===== config.mk =====
export PLATFORM = sky130hd
export DESIGN_NAME = enc_16to4_req
export DESIGN_NICKNAME = d
export VERILOG_FILES = /design/src/rtl/enc_pkg.sv /design/src/rtl/enc_rr_sel.sv /design/src/rtl/enc_16to4_req.sv
export SDC_FILE = /design/constraint.sdc
export NUM_CORES = 1
export LEC_CHECK = 0
export ABC_AREA = 1
export ABC_CLOCK_PERIOD_IN_PS = 2900
export CORE_UTILIZATION = 55
export DETAILED_ROUTE_END_ITERATION = 8
export DONT_BUFFER_PORTS = 1
export PLACE_DENSITY = 0.75
export SYNTH_ARGS = -nofsm -noshare
export SYNTH_HDL_FRONTEND = slang
export SYNTH_HIERARCHICAL = 1
export SYNTH_SLANG_ARGS = --single-unit

===== constraint.sdc =====
create_clock -name clk -period 2.9 [get_ports clk]
set_input_delay 0.58 -clock clk [delete_from_list [all_inputs] [get_ports clk]]
set_output_delay 0.58 -clock clk [all_outputs]
set_load 0.005 [all_outputs]

===== src/rtl/enc_pkg.sv =====
// Shared defaults and mode constants for the 16-to-4 request encoder.
package enc_pkg;

  localparam int N_DEF      = 16;
  localparam int MODE_FIXED = 0;
  localparam int MODE_RR    = 1;

  // Code width for a power-of-two line count (minimum one bit).
  function automatic int log2w(input int n);
    int w;
    w = 1;
    while ((1 << w) < n) w++;
    return w;
  endfunction

  localparam int W_DEF = log2w(N_DEF);

endpackage


===== src/rtl/enc_rr_sel.sv =====
// Combinational selector: highest set index (fixed) or first set index
// after ptr with wrap (round-robin).
module enc_rr_sel
  import enc_pkg::*;
#(
  parameter int N = N_DEF,
  parameter int W = log2w(N)
) (
  input  logic [N-1:0] p,
  input  logic [W-1:0] ptr,
  input  logic         rr,
  output logic [W-1:0] sel,
  output logic         any
);

  logic [W-1:0]   start;
  logic [2*N-1:0] dbl;
  logic [N-1:0]   rot;
  logic [W-1:0]   first_rot;
  logic [W-1:0]   highest;

  // Rotating the doubled vector puts index ptr+1 at bit 0; W-bit
  // arithmetic gives the modulo-N wrap for free.
  assign start = ptr + W'(1);
  assign dbl   = {p, p} >> start;
  assign rot   = dbl[N-1:0];

  // NOTE: every variable written here gets a default first so no latch is inferred.
  always_comb begin
    first_rot = '0;
    highest   = '0;
    for (int i = N - 1; i >= 0; i--) begin
      if (rot[i]) first_rot = W'(i);
    end
    for (int i = 0; i < N; i++) begin
      if (p[i]) highest = W'(i);
    end
  end

  assign any = |p;
  assign sel = rr ? (start + first_rot) : highest;

endmodule


===== src/rtl/enc_16to4_req.sv =====
// Sequential request encoder: accumulates request pulses as pending bits
// and hands them out one code at a time over a valid/ready slot.
module enc_16to4_req
  import enc_pkg::*;
#(
  parameter int N  = N_DEF,
  parameter int W  = log2w(N),
  parameter int RR = MODE_FIXED
) (
  input  logic         clk,
  input  logic         rst_n,
  input  logic         E,
  input  logic [N-1:0] D,
  input  logic         rdy,
  output logic         V,
  output logic [W-1:0] A,
  output logic [N-1:0] P,
  output logic         ovf,
  input  logic         clr_ovf
);

  logic [N-1:0] p_q, p_d;
  logic         v_q, v_d;
  logic [W-1:0] a_q, a_d;
  logic [W-1:0] ptr_q, ptr_d;
  logic         ovf_q, ovf_d;

  logic [W-1:0] sel;
  logic         any;
  logic         load;
  logic [N-1:0] clear_mask;
  logic [N-1:0] kept;

  enc_rr_sel #(.N(N), .W(W)) u_sel (
    .p   (p_q),
    .ptr (ptr_q),
    .rr  (RR == MODE_RR),
    .sel (sel),
    .any (any)
  );

  assign load       = E & any & (~v_q | rdy);
  assign clear_mask = load ? (N'(1) << sel) : '0;
  assign kept       = p_q & ~clear_mask;

  always_comb begin
    p_d   = kept | D;
    v_d   = v_q;
    a_d   = a_q;
    ptr_d = ptr_q;
    ovf_d = ovf_q;
    if (load) begin
      v_d = 1'b1;
      a_d = sel;
      if (RR == MODE_RR) ptr_d = sel;
    end else if (v_q && rdy) begin
      v_d = 1'b0;
    end
    // A repeat request on a bit that is still pending is a drop; set beats clear.
    if (|(D & kept))  ovf_d = 1'b1;
    else if (clr_ovf) ovf_d = 1'b0;
  end

  // NOTE: state registers use non-blocking assignments so all flops update together.
  always_ff @(posedge clk or negedge rst_n) begin
    if (!rst_n) begin
      p_q   <= '0;
      v_q   <= 1'b0;
      a_q   <= '0;
      ptr_q <= '1;
      ovf_q <= 1'b0;
    end else begin
      p_q   <= p_d;
      v_q   <= v_d;
      a_q   <= a_d;
      ptr_q <= ptr_d;
      ovf_q <= ovf_d;
    end
  end

  assign V   = v_q;
  assign A   = a_q;
  assign P   = p_q;
  assign ovf = ovf_q;

endmodule

==> impl_results.md, run 1 <==
- Post-DR wirelength/cell: 14.1 µm
- # IOs: 43
- Most frequent cell after synthesis: nand2_1
- Pwr Density: 392 nW/µm²
- Final Util: 59.1%
- Worst Reg-to-Reg Cells: 16
- Slew margin rel.: 47.1%
- Critical Path, Cell by Cell: o21bai_1 -> a21oi_1 -> o21ai_0 -> a21oi_1 -> nor2_1 -> nor2_1 -> nor2_1 -> o21bai_1 -> a21oi_1 -> nand3_1 -> nor2_1 -> nand2_1 -> nand3_1 -> nand3_1 -> nor2_1 -> nand4_1
- Tcrit/Tclk final: 91.9%
- Final WL: 6410 µm
- DR vias: 2586
- Post-Syn Instances: 398
- First-pass GRT wire length: 10800 µm
- Crit-path max FO: 8
- Clock buffer depth: 2
- Fmax: 0.375 GHz
- Largest net degree at the start of global routing: 21
- Distinct cells, synth: 42
- Most common library cells after synthesis: nand2_1 (112), nand3_1 (84), nor2_1 (42), inv_1 (26), dfrtp_1 (22)
- Via-to-Cell Ratio: 5.67
- Fraction of layout cells with a size suffix above 1: 10.1%
- Multi-input gate area: 1760 µm²
- Area grow syn2layout: 2.57%
- Worst setup EP type: flop
- Post-DP HPWL: 5020 µm
- Worst path max stage delay: 510 ps
- PostCTS Resize Cnt: 0
- Clk_skew: 2.61 ps
- Share of the synthesized area in the top cell type: 21.8%
- Setup TNS: 0 ps
- Starting Density: 57.6%
- Die height: 69.8 µm
- Slew Viols, Final: 0
- CTS buffer count: 3
- Reg2reg end: ovf$_DFFE_PN0P_
- 1st-pass router iterations: 6
- Post-synth EDFFs: 0
- Worst-path clk slew: 70 ps
- Unrepaired setup endpoints after global routing: false
- Routed Antenna Nets: 0
- N_diodes: 0
- Worst path depth: 16
- CP endpoint: ovf$_DFFE_PN0P_
- Iter 0 DRT Violations: 193
- Hold path start: D[7]
- Core box area: 4380 µm²
- Startpoint types: flop
- Clock sinks: 22
- Flops & latches, synth: 22
- Fillers: 443
- Worst R2R Start: P[3]$_DFF_PN0_
- Ys flop type: dfrtp_1
- Hold Vio Cnt, Final: 0
- Num rows: 24
- Reg area: 551 µm²
- Critical path buffers and inverters: 0
- Vias in the first global route: 2385
- Worst slack, placed: 316 ps
- Finished Cell Area: 2590 µm²
- Beginning of the critical path: P[3]$_DFF_PN0_
- Critical path required time: 3040 ps
- Die width: 69.8 µm
- Synth area leader: dfrtp_1
- Number of setup violations in the final report: 0
- Setup CP Type: flop to flop
- CTS H-tree lvls: 1
- Fin nets: 431
- GRT Util Overall: 27.4%
- Routability cong.: 0.950
- Worst-Skew Late Latency: 270 ps
- Max Cap Violations: 0
- CP max stage cell: dfrtp_1
- Most used cell, CP: nor2_1
- CTS tree: done
- Setup WS post-layout: 235 ps
- Initial antenna violation count: 0
- DP Area: 2510 µm²
- Sequential area share after synthesis: 21.8%
- Synthesized cell area: 2530 µm²
- Worst Hold Class: primary input to flop
- Overflow after GRT: 0
- Residual DRC count: 0
- P_leak: 1.26 nW
- Tmin final: 2660 ps
- Synth warn: 6
- CTS root buffer: clkbuf_8
- Port Buffers: 0
- Synthesized area per cell: 6.35 µm²
- CP arrival: 2810 ps
- Top cells by area, synth: dfrtp_1 (22%), nand2_1 (17%), nand3_1 (17%)
- Die area: 4870 µm²
- Outcome: completed
- VDD IR max: 0.000339 V
- Flop-to-flop setup slack: 240 ps
- Synth async-reset ratio: 100%
- Worst Tran Pin Value: 791 ps
- CP delay by family, top: simple AND/OR/NAND/NOR gates
[worst register-to-register path: stages (launching register included)]
cell and delay (ps):
dfrtp_1 510, o21bai_1 160, a21oi_1 70, o21ai_0 160, a21oi_1 90, nor2_1 100, nor2_1 50, nor2_1 90
o21bai_1 60, a21oi_1 380, nand3_1 190, nor2_1 130, nand2_1 80, nand3_1 80, nand3_1 80, nor2_1 200
nand4_1 100
[layout make-up]
| type | instances | area share [%] |
|---|---|---|
| Clock buffer | 4 | 2.12 |
| Inverter | 32 | 5.02 |
| Multi-Input combinational cell | 343 | 68.0 |
| Sequential cell | 22 | 21.2 |
| Tap cell | 52 | 2.51 |
| Timing Repair Buffer | 3 | 1.16 |
[report_power, final]
part / switching, W / internal [W] / total [W]
registers: 0.0000316 / 0.000327 / 0.000358
logic: 0.000290 / 0.000148 / 0.000438
clock network: 0.0000986 / 0.000121 / 0.000220
total: 0.000420 / 0.000596 / 0.00102
[cells in the final DEF (no fill, tap or decap), types with 8 or more instances in the layout]
cell type	count
nand2_2	8
o21ai_0	9
o21ai_1	9
nand3_1	84
conb_1	14
inv_1	26
dfrtp_1	22
nand2_1	112
nor2_1	42
a21o_1	15
[state kept, by name (all words and copies together), names as in the netlist]
register and cells:
ovf 1, A 4, V 1, P 16
[routing by layer]
metal  vias to the layer above  track usage (%)  part of all wire, %
li1                       1318                -                    -
met1                      1170             34.6                   43
met2                        85             47.2                   50
met3                        13             3.34                  4.7
met4                         0             11.3                  2.1
met5                         -                0                    0
[cell families (layout without fill, tap and decap cells)]
group                    after synthesis  after routing  share of synthesized area [%]
AND/OR/NAND/NOR                      264            264                           48.2
AO/OA/AOI/OAI                         56             56                           14.7
buffers and inverters                 45             39                           10.3
flip-flops                            22             22                           21.8
adder cells (fa/ha/maj)                5              5                           2.77
XOR/XNOR                               4              4                           1.98
other                                  2             14                          0.297
[what timing repair did]
item	CTS	global route
hold endpoints to repair	17	0
setup buffers	0	0
hold buffers	3	0
[per-stage QoR]
stage | hold WS, ps | instances | power [W]
detailed placement | 285 | 449 | 0.000765
finish | 399 | 456 | 0.00102
floorplan | 284 | 410 | 0.000729
CTS | 400 | 456 | 0.000992
global placement | 285 | 449 | 0.000761
global route | 394 | 456 | 0.00109
[how the worst min path moves through the flow]
| stage | depth (start not counted) | endpoint |
|---|---|---|
| 5_1_grt | 1 | P[10]$_DFF_PN0_ |
| 4_1_cts | 1 | P[13]$_DFF_PN0_ |
| 2_1_floorplan | 0 | A[0]$_DFFE_PN0P_ |
| 3_5_place_dp | 0 | P[2]$_DFF_PN0_ |
| 6_report | 1 | P[7]$_DFF_PN0_ |
| 3_3_place_gp | 0 | P[2]$_DFF_PN0_ |
Note: power is estimated with default switching activity, not from simulation.
==> run 2, diff against run 1 <==
- CORE_UTILIZATION: 55 -> 59
- PLACE_DENSITY: 0.75 -> 0.8
==> run 2 against run 1 <==
Effect of this change: setup slack gained 170 ps; register-to-register slack gained 170 ps; combinational power is essentially flat; sequential share of layout area grew 0.072 points; largest power group unchanged; highest routed layer unchanged.
==> impl_results.md, run 2 (synthesis results as in run 1) <==
- Worst slack, placed: 371 ps (+54.7 ps)
- Sw power: 0.000421 W (+0.13%)
- Worst-path clk slew: 80 ps (about the same)
- Worst path depth: 16 (unchanged)
- Setup TNS: 0 ps (unchanged)
- Worst-Skew Late Latency: 270 ps (about the same)
- Worst Hold Class: primary input to flop
- Unrepaired setup endpoints after global routing: false
- Int Power: 0.000596 W (about the same)
- CTS root buffer: clkbuf_8
- Max Cap Violations: 0 (unchanged)
- Flop-to-flop setup slack: 400 ps (+170 ps)
- Startpoint types: flop
- CTS tree: done
- Tmin final: 2500 ps (-165 ps)
- CP endpoint: ovf$_DFFE_PN0P_
- Worst Reg-to-Reg Cells: 16 (unchanged)
- Core box area: 4060 µm² (-7.4%)
- Sw frac: 41.4% (about the same)
- Vias in the first global route: 2224 (-6.8%)
- Slew Viols, Final: 0 (unchanged)
- Die height: 67.5 µm (-3.4%)
- Fraction of layout cells with a size suffix above 1: 10.4% (+0.27 points)
- Clock buffer depth: 2 (unchanged)
- CP delay by family, top: simple AND/OR/NAND/NOR gates
- Starting Density: 62.3% (+4.6 points)
- Post-DP HPWL: 4960 µm (-1.4%)
- CTS H-tree lvls: 1 (unchanged)
- Area grow syn2layout: 2.23%
- Beginning of the critical path: P[3]$_DFF_PN0_
- Logic pwr share: 43.1% (about the same)
- Flop pwr share: 35.0% (-0.2 points)
- Reg2reg end: ovf$_DFFE_PN0P_
- DR vias: 2564 (-0.85%)
- Most used cell, CP: nor2_1
- CP max stage cell: dfrtp_1
- Commonest non-fill, non-tap cell in the layout: nand2_1
- Worst setup EP type: flop
- Via-to-Cell Ratio: 5.66 (-0.19%)
- Post-CTS Setup Inserts: 0 (unchanged)
- Critical Path, Cell by Cell: o21bai_1 -> a21oi_1 -> o21ai_0 -> a21oi_1 -> nor2_1 -> nor2_1 -> nor2_1 -> o21bai_1 -> a21oi_2 -> nand3_1 -> nor2_1 -> nand2_1 -> nand3_1 -> nand3_1 -> nor2_1 -> nand4_1
- Die area: 4550 µm² (-6.6%)
- Worst Tran Pin Value: 535 ps (-256 ps)
- Number of flip-flops in the largest register: 16 (unchanged)
- Die width: 67.5 µm (-3.4%)
- GRT Util Overall: 30.1% (+2.6 points)
- Slew margin rel.: 64.2% (+17 points)
- Overflow after GRT: 0 (unchanged)
- First-pass GRT wire length: 10300 µm (-4.2%)
- Pwr Density: 394 nW/µm² (+0.38%)
- Setup CP Type: flop to flop
- Routed Antenna Nets: 0 (unchanged)
- Final WL: 6280 µm (-1.9%)
- # IOs: 43 (unchanged)
- CP arrival: 2640 ps (-170 ps)
- Routability cong.: 0.917 (-3.4%)
- P_leak: 1.26 nW (-0.28%)
- VDD IR max: 0.000319 V (-5.7%)
- Most frequent cells in the layout: nand2_1 (112), nand3_1 (84), nor2_1 (42), inv_1 (26), dfrtp_1 (22)
- Tcrit/Tclk final: 86.2% (-5.7 points)
- Fmax: 0.400 GHz (+6.6%)
- N_diodes: 0 (unchanged)
- Iter 0 DRT Violations: 274 (+42%)
- Critical path required time: 3040 ps (about the same)
- Outcome: completed
- Crit-path max FO: 8 (unchanged)
- Residual DRC count: 0 (unchanged)
- Post-DR wirelength/cell: 13.9 µm (-1.3%)
- Num rows: 23 (-4.2%)
- Final Util: 63.7% (+4.5 points)
- Worst R2R Start: P[3]$_DFF_PN0_
- Number of setup violations in the final report: 0 (unchanged)
- Clock Power Share: 21.9% (+0.3 points)
- Fin nets: 430 (-0.23%)
- Setup WS post-layout: 401 ps (+165 ps)
- 1st-pass router iterations: 5 (-1)
- Critical path buffers and inverters: 0 (unchanged)
- Hold Vio Cnt, Final: 0 (unchanged)
- Largest net degree at the start of global routing: 21 (unchanged)
- Clock sinks: 22 (unchanged)
- CTS buffer count: 3 (unchanged)
- Port Buffers: 0 (unchanged)
- Worst path max stage delay: 520 ps (about the same)
- Initial antenna violation count: 0 (unchanged)
- Clk_skew: 5.97 ps (+3.36 ps)
==> run 2: worst reg2reg max path: stages (launching register included) <==
cell,delay (ps)
dfrtp_1,520
o21bai_1,170
a21oi_1,80
o21ai_0,150
a21oi_1,90
nor2_1,90
nor2_1,40
nor2_1,90
o21bai_1,80
a21oi_2,260
nand3_1,180
nor2_1,120
nand2_1,90
nand3_1,90
nand3_1,100
nor2_1,150
nand4_1,90
==> run 2: power groups by stage <==
stage	Clock, W	Combinational [W]	Sequential [W]
2_1_floorplan	0	0.000374	0.000354
6_report	0.000223	0.000438	0.000356
5_1_grt	0.000236	0.000497	0.000361
3_5_place_dp	0	0.000398	0.000363
3_3_place_gp	0	0.000393	0.000362
4_1_cts	0.000223	0.000403	0.000357
==> run 2: through the flow <==
stage	area, µm²	instances	total power (W)	hold slack, ps
3_5_place_dp	2500	447	0.000761	285
5_1_grt	2580	453	0.00109	392
2_1_floorplan	2570	410	0.000729	284
3_3_place_gp	2500	447	0.000755	285
4_1_cts	2570	452	0.000983	1.01
6_report	2580	453	0.00102	401
==> run 2: final cells by class <==
cell class | instances | area (µm²)
multi-input combinational | 343 | 1770
tap | 50 | 62.6
fill | 382 | 1470
inverter | 32 | 130
sequential | 22 | 551
timing repair buffer | 2 | 20.0
clock buffer | 4 | 55.1
==> run 2: what timing repair did <==
item	in CTS	in global routing
setup endpoints to repair	0	1
gates resized for setup	0	1
hold buffers	1	1
endpoints found under the hold margin	10	12
==> run 2: how the worst min path moves through the flow <==
| stage | start | to | slack, ps | depth (start not counted) |
|---|---|---|---|---|
| floorplan | rst_n | A[0]$_DFFE_PN0P_ | 280 | 0 |
| global placement | rst_n | P[4]$_DFF_PN0_ | 280 | 0 |
| detailed placement | rst_n | P[3]$_DFF_PN0_ | 280 | 0 |
| CTS | rst_n | P[3]$_DFF_PN0_ | 1 | 0 |
| global route | D[10] | P[10]$_DFF_PN0_ | 390 | 1 |
| finish | D[11] | P[11]$_DFF_PN0_ | 400 | 1 |
==> run 2: routing by layer <==
layer | track usage [%] | up-vias | part of all wire, %
li1 | - | 1315 | -
met4 | 5.85 | 0 | 1.3
met5 | 0 | - | 0
met3 | 6.08 | 8 | 9.0
met1 | 42.7 | 1108 | 46
met2 | 46.9 | 133 | 44
